## src/rtl/half_adder_pkg.sv

```systemverilog
// Shared types and the single-lane half-adder equation used by the adder slice.
package half_adder_pkg;

   localparam int HA_DEFAULT_WIDTH = 1;

   typedef struct packed {
      logic carry;
      logic sum;
   } ha_res_t;

   function automatic ha_res_t ha_eval(input logic a, input logic b);
      ha_res_t r;
      r.sum   = a ^ b;
      r.carry = a & b;
      return r;
   endfunction

endpackage

```

## src/rtl/half_adder_ha_bit.sv

```systemverilog
// One-bit combinational half adder; lanes are fully independent of each other.
module ha_bit
   import half_adder_pkg::*;
(
   input  logic a,
   input  logic b,
   output logic sum,
   output logic carry
);

   ha_res_t res;

   assign res   = ha_eval(a, b);
   assign sum   = res.sum;
   assign carry = res.carry;

endmodule

```

## src/rtl/half_adder.sv

```systemverilog
// WIDTH independent half-adder lanes with an optional one-cycle registered copy.
module half_adder
   import half_adder_pkg::*;
#(
   parameter int WIDTH  = HA_DEFAULT_WIDTH,
   parameter bit REG_EN = 1'b1
) (
   input  logic             clk,
   input  logic             rst,
   input  logic [WIDTH-1:0] ip1,
   input  logic [WIDTH-1:0] ip2,
   input  logic             in_valid,
   output logic [WIDTH-1:0] sum,
   output logic [WIDTH-1:0] carry,
   output logic [WIDTH-1:0] sum_q,
   output logic [WIDTH-1:0] carry_q,
   output logic             out_valid
);

   for (genvar i = 0; i < WIDTH; i++) begin : g_lane
      ha_bit u_ha_bit (
         .a     (ip1[i]),
         .b     (ip2[i]),
         .sum   (sum[i]),
         .carry (carry[i])
      );
   end

   if (REG_EN) begin : g_reg
      logic [WIDTH-1:0] sum_d;
      logic [WIDTH-1:0] carry_d;
      logic             out_valid_d;
      logic             out_valid_q;

      // Result registers only load on accepted inputs; otherwise they hold.
      always_comb begin
         sum_d       = sum_q;
         carry_d     = carry_q;
         out_valid_d = in_valid;
         if (in_valid) begin
            sum_d   = sum;
            carry_d = carry;
         end
      end

      always_ff @(posedge clk or posedge rst) begin
         if (rst) begin
            sum_q       <= '0;
            carry_q     <= '0;
            out_valid_q <= 1'b0;
         end else begin
            sum_q       <= sum_d;
            carry_q     <= carry_d;
            out_valid_q <= out_valid_d;
         end
      end

      assign out_valid = out_valid_q;
   end else begin : g_noreg
      logic unused_ctl;
      assign unused_ctl = ^{clk, rst, in_valid};
      assign sum_q      = '0;
      assign carry_q    = '0;
      assign out_valid  = 1'b0;
   end

endmodule

```

## config.mk

```make
export PLATFORM = sky130hd
export DESIGN_NAME = half_adder
export DESIGN_NICKNAME = d
export VERILOG_FILES = /design/src/rtl/half_adder_pkg.sv /design/src/rtl/half_adder_ha_bit.sv /design/src/rtl/half_adder.sv
export SDC_FILE = /design/constraint.sdc
export NUM_CORES = 1
export LEC_CHECK = 0
export BUFFER_PORTS_ARGS = -buffer_cell sky130_fd_sc_hd__clkbuf_2
export CAP_MARGIN = 10
export CORE_AREA = 2 2 39 41
export DETAILED_ROUTE_END_ITERATION = 8
export DIE_AREA = 0 0 41 43
export PLACE_DENSITY = 0.3
export RECOVER_POWER = 50
export SLEW_MARGIN = 10
export SYNTH_ARGS = -nofsm -noshare
export SYNTH_HDL_FRONTEND = slang
export SYNTH_SLANG_ARGS = --single-unit
```

## constraint.sdc

```tcl
create_clock -name clk -period 1.6 [get_ports clk]
set_clock_uncertainty 0.05 [all_clocks]
set_input_delay 0.08 -clock clk [delete_from_list [all_inputs] [get_ports clk]]
set_output_delay 0.08 -clock clk [all_outputs]
set_load 0.01 [all_outputs]
```

==> metrics, run 1 <==
root buf cell clkbuf_4; Buffers on Ports 9; peak supply drop 0.160 mV; Tmin final 1.03 ns; placed cell areas 179 um2; Data arrival, critical path 1.10 ns; CP Class primary input to register; die height 43 um; vias in the first global route 126; syn_nets 13; Final ANT Viol Nets 0; Max H-tree Level 1; initial antenna violation count 0; share of layout cells above drive strength 1 0.545; CP Data Required Time 1.66 ns; GRT overflow 0; kind of end point of the critical path register; post-synth top area share 0.659; setup slack at placement 0.687 ns; max_slew headroom 0.904; flops & latches, synth 3; Final GP Congestion 0.536; TritonCTS buffer count 3; Critical Path Source Type primary input; initial drt markers 2; IO Count 10; largest net degree at the start of global routing 4; Rows 14; Resized cells post-CTS 0; fmax 968 MHz; sequential share of the synthesized area 0.659; RSZ-0062 raised after global routing no; worst skew pair latency 0.23 ns; via density per instance around 2.8; final max-slew violation count 0; Max Cap Viol 0; Diodes inserted 0; Routed wire per std cell between 7 and 8 um; clock slew at reported path FFs 0.04 ns; die width around 41 um; status finished, final reports clean; period utilization 0.645; final core utilization 0.161; TritonRoute pass-1 iters 2; endpoints failing hold 0; Die Footprint 1760 um2; post-route cell area 223 um2; clock sinks 3; worst-case clock buffer depth 2; setup TNS 0 ns; Yosys Warn Count 0; Final WS setup 0.567 ns; r2r worst-path depth 1; worst-path maximum fanout 3; area of the core 1380 um2; Power, Total about 0.26 mW; # setup viols final 0; Post-Place Cells 32; first-pass GRT wire length 496 um; Worst Tran Pin Value 0.144 ns; overall routing resource usage 0.0523; Routed WL 298 um; Post-Syn Area between 100 and 150 um2; nets 29; vias post-DR 108; main area contributors after synthesis dfrtp_1, mux2_2, ha_1, inv_1; Tightest Hold Check Type primary input to asynchronous set/reset pin; fin cells 38; fill count 160; leading area contributor after synthesis dfrtp_1; syn_area_per_cell 16.3 um2; Power Density 1160 nW/um2; DRC viols 0; Lkg Pwr 0.113 nW; Starting Density 0.0823; hold_ws 0.193 ns; Yosys cell types 4; Area growth syn-to-layout 95.6%; synthesized instance count 7; CTS tree yes
[cells by family (layout without fill, tap and decap cells)]
kind of cell  Yosys count  after routing  synth area share
buf+inv                 1             16            0.0329
mux                     2              2             0.198
fa+ha+maj               1              1             0.110
flops                   3              3             0.659
[Yosys cell counts]
cell type  number
dfrtp_1         3
ha_1            1
inv_1           1
mux2_2          2
[cell type report]
type,count,area [um2],area share
clock buffers,4,26.3,0.118
inverters,1,3.75,0.0169
multi-input cells,3,35.0,0.157
flip-flops and latches,3,75.1,0.337
well taps,16,20.0,0.0899
repair buffers,11,62.6,0.281
[flip-flops by register name, summed over array words and instances (netlist names)]
signal / flops
carry_q: 1
out_valid: 1
sum_q: 1
[timing repair]
action,4_1_cts,5_1_grt
setup buffers,0,0
endpoints found under the hold margin,4,0
hold buffers,2,0
[power breakdown]
group	total (mW)	internal, mW	leakage (nW)	switching [mW]
combinational	0.0381	0.0202	0.0619	0.0178
sequential	0.0869	0.0836	0.0362	0.00329
clock	0.133	0.0935	0.0150	0.0392
[worst max-delay path, stage by stage]
cell and delay (ns):
dlygate4sd3_1 0.52, clkbuf_1 0.15, mux2_2 0.35
[placed cells by master (no fill, tap or decap)]
cell type      synthesis  routed
dlygate4sd3_1          0       2
clkbuf_4               0       3
clkbuf_2               0       7
ha_1                   1       1
dfrtp_1                3       3
clkbuf_1               0       3
inv_1                  1       1
mux2_2                 2       2
[layer usage]
metal,GRT usage,up-vias,part of all wire
met3,0.0471,0,0.25
met1,0.0421,44,0.41
met4,0.0800,0,0
met5,0,-,0
met2,0.0563,10,0.34
li1,-,54,-
[final timing paths]
path                           from       to  slack [ns]
hold / removal                  rst    sum_q        0.19
setup reg to reg              sum_q    sum_q        0.80
hold reg to reg             carry_q  carry_q        0.45
min in group clk                ip1  carry_q        0.21
setup / recovery           in_valid    sum_q        0.57
max in group asynchronous       rst  carry_q        1.18
(Power assumes the default switching activity.)
==> run 2: changes to the inputs <==
- clock period: 1.6 -> 0.8 ns (I/O delays scaled with it)
==> run 2 against run 1 <==
Against the previous run: the flow now finishes with violations (negative setup slack); setup slack got worse by 0.60 ns; power up 100%; non-clock buffer count up 1; combinational power is 130% higher; worst hold slack got worse by 0.14 ns; count of clock-buffer cells in the layout stayed put; clock power is 97% higher; utilization grew 1.2 points; cell count increased by 2.6%.
==> metrics, run 2 (synthesized netlist as in run 1, its figures left out) <==
peak supply drop 0.463 mV; endpoints failing hold 0; setup slack at placement -0.0491 ns; violated checks negative setup slack; Final ANT Viol Nets 0; DRC viols 0; slowest stage delay, CP 0.38 ns; slowest stage cell, crit path dfrtp_1; RSZ-0062 raised after global routing yes; Critical Path Source Type register; TritonCTS buffer count 3; Final GP Congestion 0.467; overall routing resource usage 0.0492; Buffers on Ports 9; period utilization 1.04; vias post-DR between 100 and 150; IO Count 10; fmax about 1200 MHz; Tightest Hold Check Type primary input to register; commonest non-fill, non-tap cell in the layout clkbuf_2; GRT overflow 0; largest net degree at the start of global routing 4; clock sinks 3; initial drt markers 1; final max-slew violation count 0; die width 41 um; Routed wire per std cell 8.26 um; root buf cell clkbuf_4; max_slew headroom 0.924; hold_ws 0.0501 ns; CP Data Required Time about 0.71 ns; Worst Tran Pin Value 0.114 ns; commonest non-fill, non-tap cells in the layout clkbuf_2, dfrtp_1, clkbuf_4; Worst Path Buf+Inv 1; Final WS setup -0.0289 ns; TritonRoute pass-1 iters 2; Top delay family on crit path flip-flops; Max Cap Viol 0; CTS tree yes; Max H-tree Level 1; share of layout cells above drive strength 1 0.652; worst skew pair latency 0.23 ns; via density per instance 2.92; post-route cell area around 240 um2; placed cell areas 186 um2; Diodes inserted 0; area of the core 1380 um2; die height 43 um; # setup viols final 3; Post-CTS Setup Inserts 0; Starting Density 0.0823; Rows 14; R2R setup slack -0.01 ns; status finished with violations; crit-path cells buf_6; CP Class register to primary output; Power Density between 2000 and 2500 nW/um2; Die Footprint 1760 um2; Routed WL approximately 320 um; Tmin final ~0.83 ns; nets 30; first-pass GRT wire length between 400 and 500 um; kind of end point of the critical path primary output; Data arrival, critical path 0.74 ns; Area growth syn-to-layout 110%; worst-case clock buffer depth 2; Lkg Pwr 0.126 nW; worst-path maximum fanout 2; clock slew at reported path FFs 0.04 ns; vias in the first global route 120; initial antenna violation count 0
==> run 2: cell count changes in the layout (fill, tap and decap cells not counted), sizes merged <==
cell | previous run | this run
clkbuf | 13 | 12
buf | 0 | 2
==> run 2: layout make-up <==
type	instances	area [um2]
well taps	16	20.0
inverters	1	3.75
clock buffers	4	26.3
fillers	158	1140
flip-flops and latches	3	75.1
repair buffers	12	78.8
multi-input cells	3	35.0
==> run 2: worst paths after layout <==
path / end / depth (start not counted) / from
worst min-delay path: sum_q / 2 / in_valid
max in group asynchronous: out_valid / 3 / rst
worst max register to register: carry_q / 1 / carry_q
min in group asynchronous: sum_q / 3 / rst
worst max-delay path: carry_q / 1 / carry_q
worst min register to register: sum_q / 1 / sum_q
==> run 2: repair_timing <==
item | 4_1_cts | 5_1_grt
setup endpoints to repair | 3 | 5
pin swaps | 0 | 0
resized for setup | 0 | 2
endpoints found under the hold margin | 4 | 0
hold buffers | 2 | 0
==> run 2: where the power goes <==
part	total (mW)	internal [mW]	leakage [nW]	switching, mW
clock	0.262	0.187	0.0150	0.0755
sequential	0.175	0.167	0.0362	0.00772
combinational	0.0871	0.0522	0.0746	0.0349
total	0.524	0.406	0.126	0.118
==> run 2: per-layer routing <==
metal | part of all wire | up-vias | track usage
met1 | 0.43 | 48 | 0.0452
met5 | 0 | - | 0
met4 | 0 | 0 | 0.0600
met2 | 0.32 | 10 | 0.0469
li1 | - | 56 | -
met3 | 0.25 | 0 | 0.0576
==> run 2: stage by stage <==
stage,utilization,setup TNS [ns],cells,total power [mW]
3_3_place_gp,0.135,-0.0423,33,0.253
5_1_grt,0.173,-0.167,39,0.568
4_1_cts,0.168,-0.0678,39,0.533
2_1_floorplan,-,-0.0385,7,0.209
3_5_place_dp,0.135,-0.0491,33,0.253
6_report,0.173,-0.0518,39,0.524
==> run 3: changes to the inputs <==
- SETUP_SLACK_MARGIN: unset -> 0.15
==> run 3 against run 2 <==
Against the previous run: the run still ends with negative setup slack left; via count rose by 3.5%; wire length rose by 2.5%; critical path depth did not move; cell count did not move; non-clock buffer count did not move; sequential power barely moved; critical path type unchanged; critical endpoint unchanged; largest power group unchanged; highest routed layer unchanged.
==> metrics, run 3 (synthesized netlist as in run 1, its figures left out) <==
Critical Path Sink carry_q; Final WS setup -0.0295 ns; GRT overflow 0; area of the core 1380 um2; worst-path maximum fanout 2; slowest stage delay, CP 0.38 ns; Rows 14; status finished with violations; setup TNS -0.0529 ns; Final ANT Viol Nets 0; # setup viols final 3; kind of end point of the critical path primary output; Max Cap Viol 0; r2r worst-path depth 1; TritonRoute pass-1 iters 2; share of layout cells above drive strength 1 0.696; Worst Path Buf+Inv 1; commonest non-fill, non-tap cells in the layout clkbuf_2, buf_6, dfrtp_1, clkbuf_4; crit-path cells buf_6; Worst Tran Pin Value 0.114 ns; commonest non-fill, non-tap cell in the layout clkbuf_2; setup slack at placement -0.0491 ns; max_slew headroom 0.924; CP Data Required Time 0.71 ns; clock slew at reported path FFs 0.04 ns; Power Density 2040 nW/um2; Top delay family on crit path flip-flops; DRC viols 0; final core utilization 0.193; overall routing resource usage 0.0492; vias in the first global route 119; worst setup path startpoint carry_q; Diodes inserted 0; R2R setup slack -0.01 ns; Tightest Hold Check Type primary input to register; violated checks negative setup slack; RSZ-0062 raised after global routing yes; worst skew pair latency 0.23 ns; vias post-DR approximately 120; Starting Density 0.0823; CTS tree yes; initial drt markers 1; nets 30; worst-case clock buffer depth 2; IO Count 10; Buffers on Ports 9; final max-slew violation count 0; Stages on worst setup path 1; Post-CTS Setup Inserts 0; WHS Path Cells 2; Die Footprint 1760 um2; Critical R2R Launch carry_q; Routed wire per std cell 8.46 um; Lkg Pwr 0.131 nW; initial antenna violation count 0; largest net degree at the start of global routing 4; die width about 41 um; root buf cell clkbuf_4; Critical Path Source Type register; first-pass GRT wire length 489 um; Final GP Congestion 0.467; Routed WL roughly 330 um; TritonCTS buffer count 3; Tmin final roughly 0.83 ns; clock sinks 3; peak supply drop 0.464 mV; endpoints failing hold 0; via density per instance roughly 3; worst reg2reg path endpoint carry_q; Data arrival, critical path 0.74 ns; fmax 1210 MHz; die height 43 um; period utilization 1.04; slowest stage cell, crit path dfrtp_1; Max H-tree Level 1; Area growth syn-to-layout 135%; CP Class register to primary output
## run 3: cell types whose count changed in the layout (fill, tap and decap cells not counted), sizes merged
cell    before  now
buf          2    4
clkbuf      12   10
## run 3: final cells by class
class | instances | area, um2
Sequential cell | 3 | 75.1
Inverter | 1 | 3.75
Fill cell | 157 | 1120
Timing Repair Buffer | 12 | 95.1
Multi-Input combinational cell | 3 | 47.5
Tap cell | 16 | 20.0
Clock buffer | 4 | 26.3
## run 3: worst min-delay path by stage
| stage | from | end | slack (ns) |
|---|---|---|---|
| 2_1_floorplan | rst | carry_q | -0.26 |
| 5_1_grt | in_valid | carry_q | 0.05 |
| 6_report | in_valid | sum_q | 0.05 |
| 3_3_place_gp | rst | sum_q | -0.16 |
| 4_1_cts | in_valid | sum_q | 0.05 |
| 3_5_place_dp | rst | sum_q | -0.15 |
## run 3: metal layers
layer	global-route usage	wire (um)	vias to the layer above	part of all wire
met3	0.0576	71	0	0.22
li1	-	-	56	-
met4	0.0600	0	0	0
met5	0	0	-	0
met2	0.0469	113	10	0.34
met1	0.0452	145	52	0.44
## run 3: stage by stage
stage                     power (mW)  std cells  hold slack (ns)  area, um2
final                          0.546         39           0.0501        268
after global routing           0.590         39           0.0537        268
after CTS                      0.552         39           0.0471        255
after detailed placement       0.253         33           -0.154        186
after global placement         0.253         33           -0.156        186
after floorplan                0.209          7           -0.256        114
## run 3: report_power, final
group | switching, mW | internal, mW
Sequential | 0.00774 | 0.167
Combinational | 0.0396 | 0.0693
Clock | 0.0755 | 0.187
## run 3: repair_timing
action	in CTS	in global routing
gates resized for setup	3	4
pin swaps	1	1
hold buffers	2	0
endpoints found under the setup margin	6	6
hold endpoints to repair	4	0
